<file path="src/rtl/modular_mult_radix.sv">
// modular_mult_radix: iterative (A*B) mod N consuming DIGIT multiplier bits per cycle,
// reducing A in the same datapath first; valid/ready handshakes on both sides.
module modular_mult_radix #(
  parameter int WIDTH = 32,
  parameter int DIGIT = 4
) (
  input  logic             clk,
  input  logic             reset,
  input  logic             in_valid,
  output logic             in_ready,
  input  logic [WIDTH-1:0] A,
  input  logic [WIDTH-1:0] B,
  input  logic [WIDTH-1:0] N,
  output logic             out_valid,
  input  logic             out_ready,
  output logic [WIDTH-1:0] Z,
  output logic             err
);
  localparam int C  = WIDTH / DIGIT;
  localparam int CW = (C > 1) ? $clog2(C) : 1;

  if (DIGIT < 1 || DIGIT > WIDTH || WIDTH % DIGIT != 0) begin : g_bad_digit
    $error("modular_mult_radix: DIGIT must divide WIDTH and lie in 1..WIDTH");
  end

  typedef enum logic [1:0] {IDLE, REDUCE, MULT, DONE} state_t;

  state_t           state_q, state_d;
  logic [WIDTH-1:0] a_q, a_d, b_q, b_d, n_q, n_d, r_q, r_d, p_q, p_d, z_q, z_d;
  logic             err_q, err_d;
  logic [CW-1:0]    cnt_q, cnt_d;
  logic [WIDTH-1:0] nxt;
  logic             in_mult, last;

  // One radix step per bit: double, conditionally add, keep the value below n.
  function automatic logic [WIDTH-1:0] chain(input logic [WIDTH-1:0] x,
                                             input logic [DIGIT-1:0] bits,
                                             input logic [WIDTH-1:0] addend,
                                             input logic [WIDTH-1:0] n);
    logic [WIDTH:0] t, nn;
    nn = {1'b0, n};
    t  = {1'b0, x};
    for (int i = DIGIT - 1; i >= 0; i--) begin
      t = t << 1;
      if (t >= nn) t = t - nn;
      if (bits[i]) t = t + {1'b0, addend};
      if (t >= nn) t = t - nn;
    end
    return t[WIDTH-1:0];
  endfunction

  // REDUCE folds A into R with addend 1; MULT folds B into P with addend R.
  assign in_mult = state_q == MULT;
  assign last    = cnt_q == CW'(C - 1);
  assign nxt     = chain(in_mult ? p_q : r_q,
                         in_mult ? b_q[WIDTH-1 -: DIGIT] : a_q[WIDTH-1 -: DIGIT],
                         in_mult ? r_q : WIDTH'(1), n_q);

  always_comb begin
    state_d = state_q;
    a_d     = a_q;
    b_d     = b_q;
    n_d     = n_q;
    r_d     = r_q;
    p_d     = p_q;
    z_d     = z_q;
    err_d   = err_q;
    cnt_d   = cnt_q;
    case (state_q)
      IDLE: if (in_valid) begin
        a_d   = A;
        b_d   = B;
        n_d   = N;
        cnt_d = '0;
        r_d   = '0;
        if (N == '0) begin
          state_d = DONE;
          z_d     = '0;
          err_d   = 1'b1;
        end else begin
          state_d = REDUCE;
        end
      end
      REDUCE: begin
        r_d   = nxt;
        a_d   = a_q << DIGIT;
        cnt_d = cnt_q + CW'(1);
        if (last) begin
          state_d = MULT;
          p_d     = '0;
          cnt_d   = '0;
        end
      end
      MULT: begin
        p_d   = nxt;
        b_d   = b_q << DIGIT;
        cnt_d = cnt_q + CW'(1);
        if (last) begin
          state_d = DONE;
          z_d     = nxt;
          err_d   = 1'b0;
          cnt_d   = '0;
        end
      end
      DONE: if (out_ready) state_d = IDLE;
      default: state_d = IDLE;
    endcase
  end

  always_ff @(posedge clk or posedge reset) begin
    if (reset) begin
      state_q <= IDLE;
      a_q     <= '0;
      b_q     <= '0;
      n_q     <= '0;
      r_q     <= '0;
      p_q     <= '0;
      z_q     <= '0;
      err_q   <= 1'b0;
      cnt_q   <= '0;
    end else begin
      state_q <= state_d;
      a_q     <= a_d;
      b_q     <= b_d;
      n_q     <= n_d;
      r_q     <= r_d;
      p_q     <= p_d;
      z_q     <= z_d;
      err_q   <= err_d;
      cnt_q   <= cnt_d;
    end
  end

  assign in_ready  = state_q == IDLE;
  assign out_valid = state_q == DONE;
  assign Z         = z_q;
  assign err       = err_q;
endmodule

</file>
<file path="config.mk">
export PLATFORM = sky130hd
export DESIGN_NAME = modular_mult_radix
export DESIGN_NICKNAME = d
export VERILOG_FILES = /design/src/rtl/modular_mult_radix.sv
export SDC_FILE = /design/constraint.sdc
export NUM_CORES = 2
export LEC_CHECK = 0
export CAP_MARGIN = 20
export CORE_MARGIN = 1
export CORE_UTILIZATION = 50
export CTS_BUF_LIST = sky130_fd_sc_hd__clkbuf_4
export CTS_CLUSTER_DIAMETER = 40
export DETAILED_ROUTE_END_ITERATION = 7
export PLACE_DENSITY = 0.72
export SLEW_MARGIN = 25
export SYNTH_ARGS = -nofsm -noshare
export SYNTH_HDL_FRONTEND = slang
export SYNTH_SLANG_ARGS = --single-unit
</file>
<file path="constraint.sdc">
create_clock -name clk -period 55.2 [get_ports clk]
set_clock_uncertainty 0.15 [all_clocks]
set_input_delay 8.28 -clock clk [delete_from_list [all_inputs] [get_ports clk]]
set_output_delay 8.28 -clock clk [all_outputs]
set_load 0.03 [all_outputs]
</file>
======== After elaboration in Yosys (flattened, before gate mapping) ========
Index checks and enable logic that the tools add are counted.
W data, S select, Z words.
storage, ports and cells
  register bits ........................... 198
  input port bits ......................... 100
  word-level logic and storage cells ...... 93
  output and inout port bits .............. 35
operators by class
  order comparisons ....................... 8
  muxes and demuxes ....................... 40
  reduce and logical (&&, ||, !) cells .... 14
  $add $sub $neg .......................... 13
  equal/unequal tests ..................... 9
operator list
  cell                   count
  $mux W32               13
  $pmux W32 S2           5
  $ge A33 B32 Y1         8
  $mux W33               8
  $add A33 B32 Y33       4
  $sub A33 B32 Y33       4
  $sub A32 B32 Y32       4
  $logic_not A32 Y1      1
  $mux W2                5
  $reduce_and A2 Y1      5
  $pmux W2 S4            1
  $reduce_and A4 Y1      2
  $reduce_bool A2 Y1     4
  $mux W3                2
  $ne A2 B1 Y1 const B   3
  $pmux W3 S2            1
  $eq A2 B2 Y1 const B   2
  $mux W4                1
  $ne A2 B2 Y1 const B   2
  $add A3 B1 Y3 const B  1
  $eq A3 B3 Y1 const B   1
  $mux W1                3
  $eq A2 B1 Y1 const B   1
  $logic_not A2 Y1       1
  other kinds (2)        2

======== Depth between registers and ports, before layout ========
  depth in word-level cells ............... 28
  gate-level depth with buffers ........... 179

======== Worst setup path after synthesis ========
No wires, ideal clock.
  path kind ............................... reg2reg
  from .................................... reg state_q[0]
  to ...................................... reg r_q[21]
  path slack .............................. 21106 ps
  clock period less this slack ............ 34094 ps
  cell stages (with the launch flop) ...... 167
  setup time .............................. 128 ps
  arrival time ............................ 33816 ps
  data required time ...................... 54922 ps
  cell sequence ........................... dfrtp_1 inv_1 ha_1 buf_6 clkbuf_1 buf_1 clkbuf_1 mux2i_1 inv_1 ha_1 clkbuf_1 nand2_1 nor2_1 o31a_1 a22o_2 or3_1 buf_2 buf_2 [131 not listed] a31oi_2 ha_1 a21o_1 a21o_1 nor4_1 o211ai_1 a31oi_1 o21bai_1 a2111oi_0 o31ai_1 a41oi_1 a21oi_1 or3_1 a21o_1 nand2_1 buf_4 mux2i_1 o21ai_1
on the way
  cells in the longest elaborated chain, start to end .. 27
  elaborated cells between the ends (all ways) .. 42
  classes of those cells .................. 12 x add/sub; 8 x order compare; 3 x eq/ne; 16 x mux; 3 x reduce/logical
ends and longest elaborated chain
  what                                                line  RTL
  from (decl)                                         28    state_t state_q, state_d;
  from (signal assigned)                              122   state_q <= state_d;
  $eq A2 B2 Y1                                        53    assign in_mult = state_q == MULT;
  $mux W32                                            55    assign nxt = chain(in_mult ? p_q : r_q,
  $sub A33 B32 Y33 or $ge A33 B32 Y1 (tied branches)  45    if (t >= nn) t = t - nn;
  $mux W33                                            45
  $add A33 B32 Y33                                    46    if (bits[i]) t = t + {1'b0, addend};
  $mux W33                                            46
  $sub A32 B32 Y32 or $ge A33 B32 Y1 (tied branches)  47    if (t >= nn) t = t - nn;
  $mux W32                                            47
  [11 not listed]                                     -
  $mux W32                                            47
  $sub A33 B32 Y33 or $ge A33 B32 Y1 (tied branches)  45
  $mux W33                                            45
  $add A33 B32 Y33                                    46
  $mux W33                                            46
  $sub A32 B32 Y32 or $ge A33 B32 Y1 (tied branches)  47
  $mux W32                                            47
  $pmux W32 S2                                        69    case (state_q)
  to (signal assigned)                                126   r_q <= r_d;
  to (decl)                                           29    logic [WIDTH-1:0] a_q, a_d, b_q, b_d, n_q, n_d, r_q, r_d, p_q, p_d, z_q, z_d;
Parallel ways exist; a longest one is shown, timed or not.
A chain may end at the register's enable or synchronous reset.

======== Worst setup path in the final report ========
  from .................................... reg state_q[0]
  to ...................................... reg r_q[1]
on the way
  cells in the longest elaborated chain, start to end .. 27
  elaborated cells between the ends (all ways) .. 42
  classes of those cells .................. 12 x add/sub; 8 x order compare; 3 x eq/ne; 16 x mux; 3 x reduce/logical
ends and longest elaborated chain
  what                                                line
  $eq A2 B2 Y1                                        53
  $mux W32                                            55
  $sub A33 B32 Y33 or $ge A33 B32 Y1 (tied branches)  45
  $mux W33                                            45
  $add A33 B32 Y33                                    46
  $mux W33                                            46
  $sub A32 B32 Y32 or $ge A33 B32 Y1 (tied branches)  47
  $mux W32                                            47
  [11 not listed]                                     -
  $mux W32                                            47
  $sub A33 B32 Y33 or $ge A33 B32 Y1 (tied branches)  45
  $mux W33                                            45
  $add A33 B32 Y33                                    46
  $mux W33                                            46
  $sub A32 B32 Y32 or $ge A33 B32 Y1 (tied branches)  47
  $mux W32                                            47
  $pmux W32 S2                                        69
Parallel ways exist; a longest one is shown, timed or not.

==> metrics.yaml <==
slew_headroom_pct: 26.1
required_ns: 55.57
status: "finished, final reports clean"
ys_seq_area_share_pct: 15.0
portBuffers: 134
cp_top_family: "compound AO/OA/AOI/OAI gates"
reg2reg_slack_ns: 14.44
grt_max_degree: 89
wire_per_inst_um: 25.8
cts_root_buffer: "clkbuf_4"
whs_endpoint: "b_q[19]"
pin_count: 135
avgSynthCellArea_um2: 7.67
crit_top_cell: "a21oi_1"
crit_path_top_delay_cell: "or3_1"
post_cts_resized: 0
ant_nets: 0
grt_pass1_wl_um: 199000
yosys.area.top_type: "dfrtp_1"
core-area_mm2: 0.0649
async_flop_share_pct: 100
use_met1_pct: 52.1
critPathMaxFanout: 49
syn2layout_area_growth_pct: 8.22
hold_buffers: 0
firstDrtPassIters: 6
globalplace.congestion: 1.06
overflow: 0
ys_types: 105
synthCells: 4319
cp.arrival_ns: 41.13
cts.reportedPaths.clkPinSlew_ns: 0.19
grt_antenna_before_repair: 10
synth_edf_count: 0
start_util_pct: 51.0
cap_viol_max_count: 0
ys_seq_elements: 198
finalWorstPathRequiredPeriod_ns: 40.76
drtIter0Drc: 4322
met3_usage_pct: 9.99
yosys_warnings: 0
hpwlAfterDp_um: 104000
critPathLaunchType: "flip-flop"
worstSetupPathType: "reg2reg"
yosysMostFrequentCell: "nand2_1"
nNetsFinal: 4879
drive_gt1_share_pct: 8.41
rsz0062_at_grt: "no"
worst_pin_slew_ns: 1.11
slew_viol_final: 0
ys.flop_type: "dfrtp_1"
fmax_mhz: 24.5
reg2regPathDepth: 143
top_usage_layer: "met2"
yosys-top-cells-count: "435 x nand2_1, 392 x a21oi_1, 391 x ha_1"
cp-end-kind: "flip-flop"
track_usage_pct: 39.1
rr_endpoint: "r_q[1]"
worstHoldStart: "b_q[19]"
synth_area_mm2: 0.0331
hold_path_class: "reg2reg"
die_w_um: 259
cts_tree: "done"
fin_crit_sh_pct: 73.8
finalSetupViolCount: 0
pre_cts_ws_ns: 15.65
die-area_mm2: 0.0673
slowest_delay_ns: 0.75
cts_buffer_depth: 2
drt_wl_total_um: 135000
hold_viol_final: 0
die_h_um: 259
num_rows: 93
clk_latency_ns: 0.67
drt-vias-per-instance: 6.67
grt_pass1_vias: 31800
crit_buf_inv: 8
yosys.area.top_type_share_pct: 15.0
drcViolationCount: 0
grtUsageMet2_pct: 56.6
finalSetupTns_ns: 0
netlist_top_cells_area: "dfrtp_1 15%, ha_1 15%, a21oi_1 5.9%, xnor2_1 5.2%, mux2_2 5.0%"
cts_setup_buffers: 0
crit-reg2reg-launch: "state_q[0]"
mappedNetlistNets: 4822
vias: 35000
min_path_cells: 2
cts_buffers: 17
setup_ws_ns: 14.44
cts_max_level: 4
clock-sinks: 198
[per-layer routing]
layer / up-vias / share of wire [%]
li1: 16100 / -
met1: 16300 / 40
met2: 2095 / 40
met3: 459 / 13
met4: 18 / 6.8
met5: - / 0.11
[per-stage QoR]
| stage | area, um^2 | hold slack [ns] | utilization (%) | instances |
|---|---|---|---|---|
| 3_5_place_dp | 35500 | 0.315 | 54.6 | 5211 |
| 5_1_grt | 35800 | 0.379 | 55.2 | 5245 |
| 3_3_place_gp | 35400 | 0.307 | 54.6 | 5209 |
| 2_1_floorplan | 33100 | 0.294 | - | 4319 |
| 6_report | 35800 | 0.357 | 55.2 | 5248 |
| 4_1_cts | 35800 | 0.352 | 55.1 | 5243 |
[worst max path at each step]
stage,to,cells past startpoint,start,slack [ns]
floorplan,r_q[21],166,state_q[0],21.11
global placement,r_q[31],140,state_q[0],16.40
detailed placement,Z[31],140,state_q[0],15.65
CTS,r_q[1],140,state_q[0],15.43
global route,r_q[1],141,state_q[0],11.82
finish,r_q[1],143,state_q[0],14.44
[cells by family after synthesis]
family                     count (synthesis)  synth area share [%]
adders and majority gates                403                  15.5
muxes                                    277                  9.07
xor gates and xnor gates                 316                  8.40
DFF                                      198                  15.0
buffers and inverters                    362                  4.44
AOI/OAI and AO/OA                       1457                  28.8
and+or+nand+nor                         1306                  18.8
[cells in the final DEF (no fill, tap or decap), types with 61 or more instances in the layout]
cell type	count
nand3_1	125
nand2_1	434
xnor2_1	196
buf_4	67
a21oi_1	391
o21ai_0	292
a21o_1	170
ha_1	389
nor2_1	280
xor2_1	118
nand4_1	61
dfrtp_1	198
inv_1	195
mux2i_1	112
clkdlybuf4s50_1	134
mux2_2	148
nor3_1	78
[cell type report]
| class | count | area, um^2 |
|---|---|---|
| clock inverters | 15 | 196 |
| repair buffers | 204 | 1910 |
| diodes | 4 | 10.0 |
| multi-input cells | 3759 | 26800 |
| flip-flops and latches | 198 | 4950 |
| clock buffers | 17 | 128 |
| fillers | 6292 | 29100 |
| inverters | 196 | 743 |
| well taps | 855 | 1070 |
[worst min-delay path: cells and delay by family (launching register included)]
kind	cells	cell delay (ns)
compound gates	1	0.06
flops	1	0.39
simple gates	1	0.05
[state kept, by name, indices dropped and copies added (netlist names)]
register	cells
err	1
Z	32
a_q	32
b_q	32
cnt_q	3
r_q	32
p_q	32
n_q	32
state_q	2
Power is left out: the tool's default activity adds up to more than one toggle a clock period on the data nets, which glitch-free logic cannot reach.
